===== config.mk =====
export PLATFORM = sky130hd
export DESIGN_NAME = jtframe_rom_nslots
export DESIGN_NICKNAME = d
export VERILOG_FILES = /design/src/rtl/jtframe_rom_nslots.sv
export SDC_FILE = /design/constraint.sdc
export NUM_CORES = 1
export LEC_CHECK = 0
export ABC_CLOCK_PERIOD_IN_PS = 3500
export BUFFER_PORTS_ARGS = -buffer_cell sky130_fd_sc_hd__buf_2
export CORE_ASPECT_RATIO = 0.6
export CORE_MARGIN = 2
export CORE_UTILIZATION = 55
export CTS_CLUSTER_DIAMETER = 40
export CTS_CLUSTER_SIZE = 25
export DETAILED_ROUTE_END_ITERATION = 16
export PLACE_DENSITY = 0.91
export SLEW_MARGIN = 20
export SYNTH_ARGS = -nofsm -noshare
export SYNTH_HDL_FRONTEND = slang
export SYNTH_SLANG_ARGS = --single-unit

===== constraint.sdc =====
create_clock -name clk -period 3.5 [get_ports clk]
set_input_delay 0.175 -clock clk [delete_from_list [all_inputs] [get_ports clk]]
set_output_delay 0.175 -clock clk [all_outputs]
set_load 0.05 [all_outputs]

===== src/rtl/jtframe_rom_nslots.sv =====
// N-slot read-only SDRAM arbiter with a one-word cache per slot; one SDRAM read in flight.
// Grant one cycle after request (or on data_rdy); slot_ok the cycle after data_rdy; clients wait on slot_ok.
module jtframe_rom_nslots #(
   parameter int SLOTS  = 4,
   parameter int SDRAMW = 22,
   parameter int AW     = 20,
   parameter int RR     = 0,
   parameter logic [SLOTS*SDRAMW-1:0] OFFSETS = '0
)(
   input  logic                  clk,
   input  logic                  rst_n,
   input  logic                  flush,
   input  logic [SLOTS-1:0]      slot_cs,
   input  logic [SLOTS*AW-1:0]   slot_addr,
   output logic [SLOTS*16-1:0]   slot_dout,
   output logic [SLOTS-1:0]      slot_ok,
   output logic                  sdram_rd,
   output logic [SDRAMW-1:0]     sdram_addr,
   input  logic                  sdram_ack,
   input  logic                  data_rdy,
   input  logic [15:0]           data_read
);
   localparam int IW = (SLOTS > 1) ? $clog2(SLOTS) : 1;

   logic [SLOTS-1:0]  valid_q, valid_d;
   logic [AW-1:0]     caddr_q [SLOTS];
   logic [AW-1:0]     caddr_d [SLOTS];
   logic [15:0]       cdata_q [SLOTS];
   logic [15:0]       cdata_d [SLOTS];
   logic [SLOTS-1:0]  sel_q, sel_d;
   logic              rd_q, rd_d;
   logic [SDRAMW-1:0] addr_q, addr_d;
   logic [AW-1:0]     paddr_q, paddr_d;
   logic [IW-1:0]     rr_q, rr_d;

   logic [SLOTS-1:0]  hit, req, active;
   logic [AW-1:0]     saddr [SLOTS];
   logic [SDRAMW-1:0] offs [SLOTS];
   logic              gnt_vld;
   logic [IW-1:0]     gnt_idx;
   int                base;

   for (genvar i = 0; i < SLOTS; i++) begin : g_slot
      assign saddr[i]              = slot_addr[i*AW +: AW];
      assign offs[i]               = OFFSETS[i*SDRAMW +: SDRAMW];
      assign hit[i]                = valid_q[i] & (saddr[i] == caddr_q[i]);
      assign req[i]                = slot_cs[i] & ~hit[i];
      assign slot_ok[i]            = slot_cs[i] & hit[i];
      assign slot_dout[i*16 +: 16] = cdata_q[i];
   end

   // The slot being served is masked so it cannot re-request before its cache entry lands
   assign active     = req & ~sel_q;
   assign sdram_rd   = rd_q;
   assign sdram_addr = addr_q;

   function automatic logic [IW-1:0] wrap(input int v);
      return IW'(v % SLOTS);
   endfunction

   always_comb begin
      gnt_vld = 1'b0;
      gnt_idx = '0;
      base    = (RR != 0) ? int'(rr_q) + 1 : 0;
      for (int k = 0; k < SLOTS; k++) begin
         if (!gnt_vld && active[wrap(base + k)]) begin
            gnt_vld = 1'b1;
            gnt_idx = wrap(base + k);
         end
      end
   end

   always_comb begin
      valid_d = valid_q;
      caddr_d = caddr_q;
      cdata_d = cdata_q;
      sel_d   = sel_q;
      rd_d    = rd_q;
      addr_d  = addr_q;
      paddr_d = paddr_q;
      rr_d    = rr_q;
      if (sdram_ack) rd_d = 1'b0;
      if (data_rdy && sel_q != '0) begin
         for (int i = 0; i < SLOTS; i++) begin
            if (sel_q[i]) begin
               valid_d[i] = 1'b1;
               caddr_d[i] = paddr_q;
               cdata_d[i] = data_read;
            end
         end
      end
      // Flush after the fill so a coincident completion is left invalid
      if (flush) valid_d = '0;
      if (sel_q == '0 || data_rdy) begin
         sel_d = gnt_vld ? (SLOTS'(1) << gnt_idx) : '0;
         rd_d  = gnt_vld;
         if (gnt_vld) begin
            addr_d  = offs[gnt_idx] + SDRAMW'(saddr[gnt_idx]);
            paddr_d = saddr[gnt_idx];
            rr_d    = gnt_idx;
         end
      end
   end

   always_ff @(posedge clk or negedge rst_n) begin
      if (!rst_n) begin
         valid_q <= '0;
         sel_q   <= '0;
         rd_q    <= 1'b0;
         addr_q  <= '0;
         paddr_q <= '0;
         rr_q    <= IW'(SLOTS - 1);
         for (int i = 0; i < SLOTS; i++) begin
            caddr_q[i] <= '0;
            cdata_q[i] <= '0;
         end
      end else begin
         valid_q <= valid_d;
         caddr_q <= caddr_d;
         cdata_q <= cdata_d;
         sel_q   <= sel_d;
         rd_q    <= rd_d;
         addr_q  <= addr_d;
         paddr_q <= paddr_d;
         rr_q    <= rr_d;
      end
   end
endmodule


==> results.py, run 1 <==
metrics = {
    "sta": {
        "rsz0062_at_grt": "false",
        "setup_viol": 0,
        "final_max_slew_viol_count": 0,
        "relSlewSlack": 0.246,
        "final.setup.worst_slack_ns": 0.357,
        "finalSetupTns_ns": 0,
        "hold_violations": 0,
        "max_freq_ghz": 0.318,
        "finalCritPeriodShare": 0.898,
        "tightest_slew_ns": 1.13,
        "layout_min_cycle_time_ns": 3.14,
        "finClkSkew_ns": 0.0159,
    },
    "flow_run": {
        "cap_violations": 0,
    },
    "yosys": {
        "synth_compound_area_frac": 0.0706,
        "synthMuxAreaShare": 0.199,
        "ys_ff_latch": 173,
        "yosysUniqueCellTypes": 36,
        "synth_ff_type": "dfrtp_1",
        "synth_xor_area_frac": 0.0851,
        "seq_area_frac_synth": 0.533,
        "synth-async-reset-ratio": 1.00,
        "synth_edf_count": 0,
        "synth-simple-area-share": 0.0900,
        "yosys_warnings": 0,
        "synth_area_um2": 8130,
        "yosys.area.top_type_share": 0.533,
        "synth_top_cell_by_area": "dfrtp_1",
        "synth_top_family_by_area": "multiplexers",
        "synthAdderAreaFrac": 0,
        "synth_area_leaders": "dfrtp_1 53%, mux2_2 20%, xnor2_1 7.1%, o221ai_1 2.2%, and3_1 2.1%",
        "syn_inst": 648,
        "avgSynthCellArea_um2": 12.5,
    },
    "critical_path": {
        "critPathBufInv": 1,
        "critPathLaunchType": "flip-flop",
        "end_kind": "flip-flop",
        "cpLargestDelayFamily": "compound AO/OA/AOI/OAI gates",
        "rr_worst_depth": 8,
        "crit_required_ns": 3.84,
        "rrSetupSlack_ns": 0.36,
        "worstSetupPathType": "reg2reg",
        "regToRegEndpoint": "sdram_addr[12]",
        "critPathMaxStageDelay_ns": 0.59,
        "crit-reg2reg-launch": "caddr_q[5]",
        "crit_top_cell": "a21boi_2",
        "critPathMaxFanout": 23,
        "cp_slowest_cell": "a21boi_2",
        "startpoint": "caddr_q[5]",
        "worstPathArrival_ns": 3.48,
        "crit_path_cell_trace": "xnor2_1 -> nand4_1 -> nor4_2 -> a21boi_2 -> a21boi_2 -> buf_4 -> o221ai_1 -> a31oi_1",
    },
    "routing": {
        "drtPass1Iterations": 5,
        "antenna_left": 0,
        "wire_per_inst_um": 22.4,
        "vias": 6310,
        "wl_um": 23500,
        "drtIter0Drc": 638,
        "via_per_inst": 6.01,
        "remaining_drc_errors": 0,
    },
    "placement": {
        "portBuffers": 193,
        "hpwl_um": 16800,
        "pre_cts_slack_ns": 0.567,
        "place_congestion": 0.930,
    },
    "global_route": {
        "grt_max_degree": 103,
        "overflow": 0,
        "grt_pass1_vias": 6289,
        "grt_first_pass_wirelength_um": 35800,
        "grt_use_total": 0.304,
        "antenna_found_initial": 0,
    },
    "power_and_ir_drop": {
        "vdd_drop_max_v": 0.000796,
        "power_leakage_nw": 4.47,
        "power_density_nw_per_um2": 1100,
    },
    "floorplan": {
        "die_area_um2": 15800,
        "initial_core_util": 0.562,
        "io_pins": 196,
        "die_height_um": 98.2,
        "fp.coreArea_um2": 14500,
        "dieWidth_um": 161,
        "std_cell_rows": 34,
    },
    "cts": {
        "h-tree-depth": 4,
        "tritoncts": "done",
        "cts_root_buf": "clkbuf_16",
        "cts.sinks": 173,
        "numCtsBuffers": 17,
        "clk_latency_ns": 0.43,
        "clk_pin_slew_ns": 0.07,
        "clk_path_buf_depth": 2,
    },
    "finish": {
        "antennaDiodeCount": 0,
        "nNetsFinal": 944,
        "fill_cells": 1062,
        "drive_gt1_frac": 0.461,
        "areaGrowthSynthToFinish_pct": 22.2,
    },
    "min_path": {
        "hold_end": "slot_dout[38]",
        "hp-class": "in2reg",
        "hp-start": "data_read[6]",
        "holdPathStages": 2,
    },
    "outcome": {
        "status": "completed",
    },
}
[stage by stage]
stage | hold WS (ns) | area [um2] | cells | power (W) | util
after floorplan | -0.121 | 8130 | 649 | 0.00744 | -
after global placement | 0.339 | 9300 | 1015 | 0.00876 | 0.643
after detailed placement | 0.338 | 9300 | 1015 | 0.00895 | 0.643
after CTS | 0.00539 | 9920 | 1049 | 0.0108 | 0.686
after global routing | 0.0158 | 9930 | 1050 | 0.0114 | 0.687
final | 0.0157 | 9930 | 1050 | 0.0109 | 0.687
[cell families (layout without fill, tap and decap cells)]
| logic type | count (synthesis) | after routing |
|---|---|---|
| simple gates | 130 | 130 |
| compound gates | 81 | 81 |
| mux | 144 | 144 |
| other cells | 1 | 2 |
| buf+inv | 40 | 243 |
| flops | 173 | 173 |
| xor+xnor | 79 | 79 |
[registers in the layout, indices dropped and copies added (netlist names)]
register    flops
sdram_addr     20
caddr_q        80
sdram_rd        1
slot_dout      64
valid_q         4
sel_q           4
[where the power goes]
| part | internal [W] | leakage (nW) | total, W | switching (W) |
|---|---|---|---|---|
| Combinational | 0.00181 | 2.14 | 0.00523 | 0.00342 |
| Clock | 0.000963 | 0.293 | 0.00188 | 0.000915 |
| Sequential | 0.00301 | 2.03 | 0.00380 | 0.000783 |
| Total | 0.00578 | 4.47 | 0.0109 | 0.00512 |
[layout by cell type, fill, tap and decap left out, drive strengths merged, types with 5 or more instances in the layout]
master	instances
buf	204
dfrtp	173
mux2	144
xnor2	66
and3	27
nor2	26
o21ai	22
and2	21
nand2b	21
o221ai	20
a31oi	20
clkbuf	17
xor2	13
nand4	12
inv	12
nand2	9
nor4	8
clkinv	8
nand3	5
a21oi	5
[what timing repair did]
item                      CTS  global route
hold buffers                2             0
hold endpoints to repair  104             0
setup buffers               0             0
resized for setup           0             0
[layer usage]
metal	track usage	wire, um
met5	0	0
met4	0.0735	388
met3	0.121	3120
met2	0.429	9880
met1	0.441	10100
[how the worst max path moves through the flow]
stage,endpoint,slack [ns],cells after the start
after floorplan,sdram_addr[0],1.62,8
after global placement,sdram_addr[13],0.72,8
after detailed placement,sdram_addr[12],0.57,8
after CTS,sdram_addr[12],0.50,8
after global routing,sdram_addr[14],0.33,8
final,sdram_addr[12],0.36,8
[layout make-up]
type	instances	area (um2)	share of cell area
Timing Repair Buffer	206	1090	0.110
Sequential cell	173	4330	0.436
Tap cell	198	248	0.0249
Inverter	5	18.8	0.00189
Clock inverter	15	170	0.0171
Multi-Input combinational cell	436	3650	0.367
Clock buffer	17	425	0.0428
[synthesized netlist by cell type, types with 9 or more instances]
library cell / count
buf_2: 9
o21ai_0: 9
nor2_1: 26
o21ai_1: 13
dfrtp_1: 173
xor2_1: 13
o221ai_1: 20
xnor2_1: 66
nand2_1: 9
a31oi_1: 20
nand2b_1: 21
nand4_1: 12
mux2_2: 144
and2_1: 21
clkbuf_1: 22
and3_1: 27
Power figures use the tool's default switching activity.
==> run 2, diff against run 1 <==
Settings changed: ABC_CLOCK_PERIOD_IN_PS 3500 to 3400, CORE_UTILIZATION 55 to 54, PLACE_DENSITY 0.91 to 0.89.
Clock period 3.5 ns to 3.4 ns, I/O delays scaled along.
==> run 2 against run 1 <==
Global-route usage increased by 0.28 points. Hold slack gained 0.0012 ns. Maximum frequency is 5.0% higher. Largest power group unchanged. Combinational power increased by 3%. Critical path depth is 1 higher. Final cell count about the same. Critical endpoint is now sdram_addr[19].
==> results.py, run 2 (same netlist as run 1, synthesis figures left out) <==
metrics = {
    "global_route": {
        "antenna_found_initial": 0,
        "busiest_layer": "met1",
        "grt_max_degree": 86,
        "grt_pass1_vias": 6185,
        "grt.met2_usage": 0.426,
        "grtUsageMet3": 0.120,
        "grt_use_total": 0.307,
        "grt_util_met1": 0.456,
        "overflow": 0,
        "grt_first_pass_wirelength_um": 36600,
    },
    "floorplan": {
        "io_pins": 196,
        "initial_core_util": 0.557,
        "die_height_um": 99.0,
        "die_area_um2": 16100,
        "fp.coreArea_um2": 14600,
        "std_cell_rows": 34,
        "dieWidth_um": 162,
    },
    "finish": {
        "areaGrowthSynthToFinish_pct": 22.5,
        "fill_cells": 1061,
        "drive_gt1_frac": 0.462,
        "top_register": "caddr_q",
        "final_cell_mix": "192 x buf_2, 173 x dfrtp_1, 144 x mux2_2",
        "nNetsFinal": 945,
        "antennaDiodeCount": 0,
        "largest_register_ffs": 80,
        "final_common_cell": "buf_2",
        "design_area_um2": 9960,
    },
    "power_and_ir_drop": {
        "switchingPower_w": 0.00527,
        "power_density_nw_per_um2": 1130,
        "clkPwrFrac": 0.172,
        "power_leakage_nw": 4.48,
        "intPower_w": 0.00597,
        "vdd_drop_max_v": 0.000723,
        "swShare": 0.469,
        "p_comb_frac": 0.479,
        "seqPwrFrac": 0.349,
    },
    "sta": {
        "rsz0062_at_grt": "false",
        "relSlewSlack": 0.265,
        "tightest_slew_ns": 1.10,
        "max_freq_ghz": 0.334,
        "final_max_slew_viol_count": 0,
        "finalSetupTns_ns": 0,
        "layout_min_cycle_time_ns": 2.99,
        "hold_violations": 0,
        "finClkSkew_ns": 0.0124,
        "setup_viol": 0,
        "finalCritPeriodShare": 0.880,
    },
    "routing": {
        "remaining_drc_errors": 0,
        "wire_per_inst_um": 22.7,
        "drtPass1Iterations": 5,
        "drtIter0Drc": 584,
        "via_per_inst": 5.98,
        "vias": 6287,
        "antenna_left": 0,
        "wl_um": 23900,
    },
    "critical_path": {
        "critPathMaxFanout": 24,
        "startpoint": "caddr_q[63]",
        "rrSetupSlack_ns": 0.41,
        "rr_worst_depth": 9,
        "worstSetupPathType": "reg2reg",
        "worstPathArrival_ns": 3.30,
        "regToRegEndpoint": "sdram_addr[19]",
        "end_kind": "flip-flop",
        "crit_end": "sdram_addr[19]",
        "critPathLaunchType": "flip-flop",
        "crit-reg2reg-launch": "caddr_q[63]",
        "crit_required_ns": 3.71,
    },
    "cts": {
        "clk_latency_ns": 0.43,
        "tritoncts": "done",
        "h-tree-depth": 4,
        "clk_pin_slew_ns": 0.07,
        "clk_path_buf_depth": 2,
        "cts.sinks": 173,
        "numCtsBuffers": 17,
        "cts_root_buf": "clkbuf_16",
    },
    "flow_run": {
        "cap_violations": 0,
    },
    "placement": {
        "place_congestion": 0.929,
        "place_area_um2": 9310,
        "hpwl_um": 16900,
        "portBuffers": 193,
    },
    "outcome": {
        "status": "completed",
    },
    "min_path": {
        "hp-class": "in2reg",
    },
}
-- run 2: timing repair --
action / 4_1_cts / 5_1_grt
setup buffers: 0 / 0
hold endpoints to repair: 87 / 0
gates resized for setup: 0 / 0
hold buffers: 2 / 0
-- run 2: how the worst min path moves through the flow --
stage,from,endpoint,slack (ns),cells past startpoint
after floorplan,rst_n,caddr_q[0],-0.13,0
after global placement,rst_n,slot_dout[30],0.28,1
after detailed placement,rst_n,slot_dout[30],0.28,1
after CTS,data_read[8],slot_dout[40],0.007,2
after global routing,data_read[8],slot_dout[40],0.02,2
final,data_read[9],slot_dout[9],0.02,2
-- run 2: power by group through the flow --
| stage | clock network [W] | registers (W) | logic, W |
|---|---|---|---|
| floorplan | 0 | 0.00555 | 0.00211 |
| global placement | 0 | 0.00385 | 0.00518 |
| detailed placement | 0 | 0.00393 | 0.00528 |
| CTS | 0.00196 | 0.00390 | 0.00530 |
| global route | 0.00206 | 0.00405 | 0.00563 |
| finish | 0.00194 | 0.00392 | 0.00538 |
-- run 2: stage by stage --
stage          setup WS, ns  power, W  cells  hold slack, ns   util
3_3_place_gp          0.517   0.00903   1016           0.285  0.638
2_1_floorplan          1.52   0.00765    649          -0.126      -
3_5_place_dp          0.442   0.00921   1016           0.282  0.638
4_1_cts               0.420    0.0112   1050         0.00701  0.680
6_report              0.407    0.0112   1051          0.0169  0.683
5_1_grt               0.261    0.0117   1051          0.0171  0.683
-- run 2: critical path, stage by stage (launching register included) --
cell and delay (ns):
dfrtp_1 0.40, xnor2_1 0.45, nand2_1 0.13, a2111oi_2 0.41, a211o_2 0.37, buf_4 0.29
a41oi_4 0.35, buf_16 0.29, nor2_1 0.12, a31oi_1 0.05
-- run 2: routing by layer --
| metal | vias to the layer above | routed length, um |
|---|---|---|
| met4 | 0 | 295 |
| li1 | 2705 | - |
| met3 | 30 | 3350 |
| met5 | - | 0 |
| met2 | 385 | 10100 |
| met1 | 3167 | 10200 |
-- run 2: cell type report --
cell class	instances	area [um2]	share of cell area
Sequential cell	173	4330	0.435
Multi-Input combinational cell	436	3650	0.367
Tap cell	198	248	0.0249
Timing Repair Buffer	207	1110	0.112
Clock inverter	15	170	0.0171
Inverter	5	18.8	0.00188
Clock buffer	17	425	0.0427
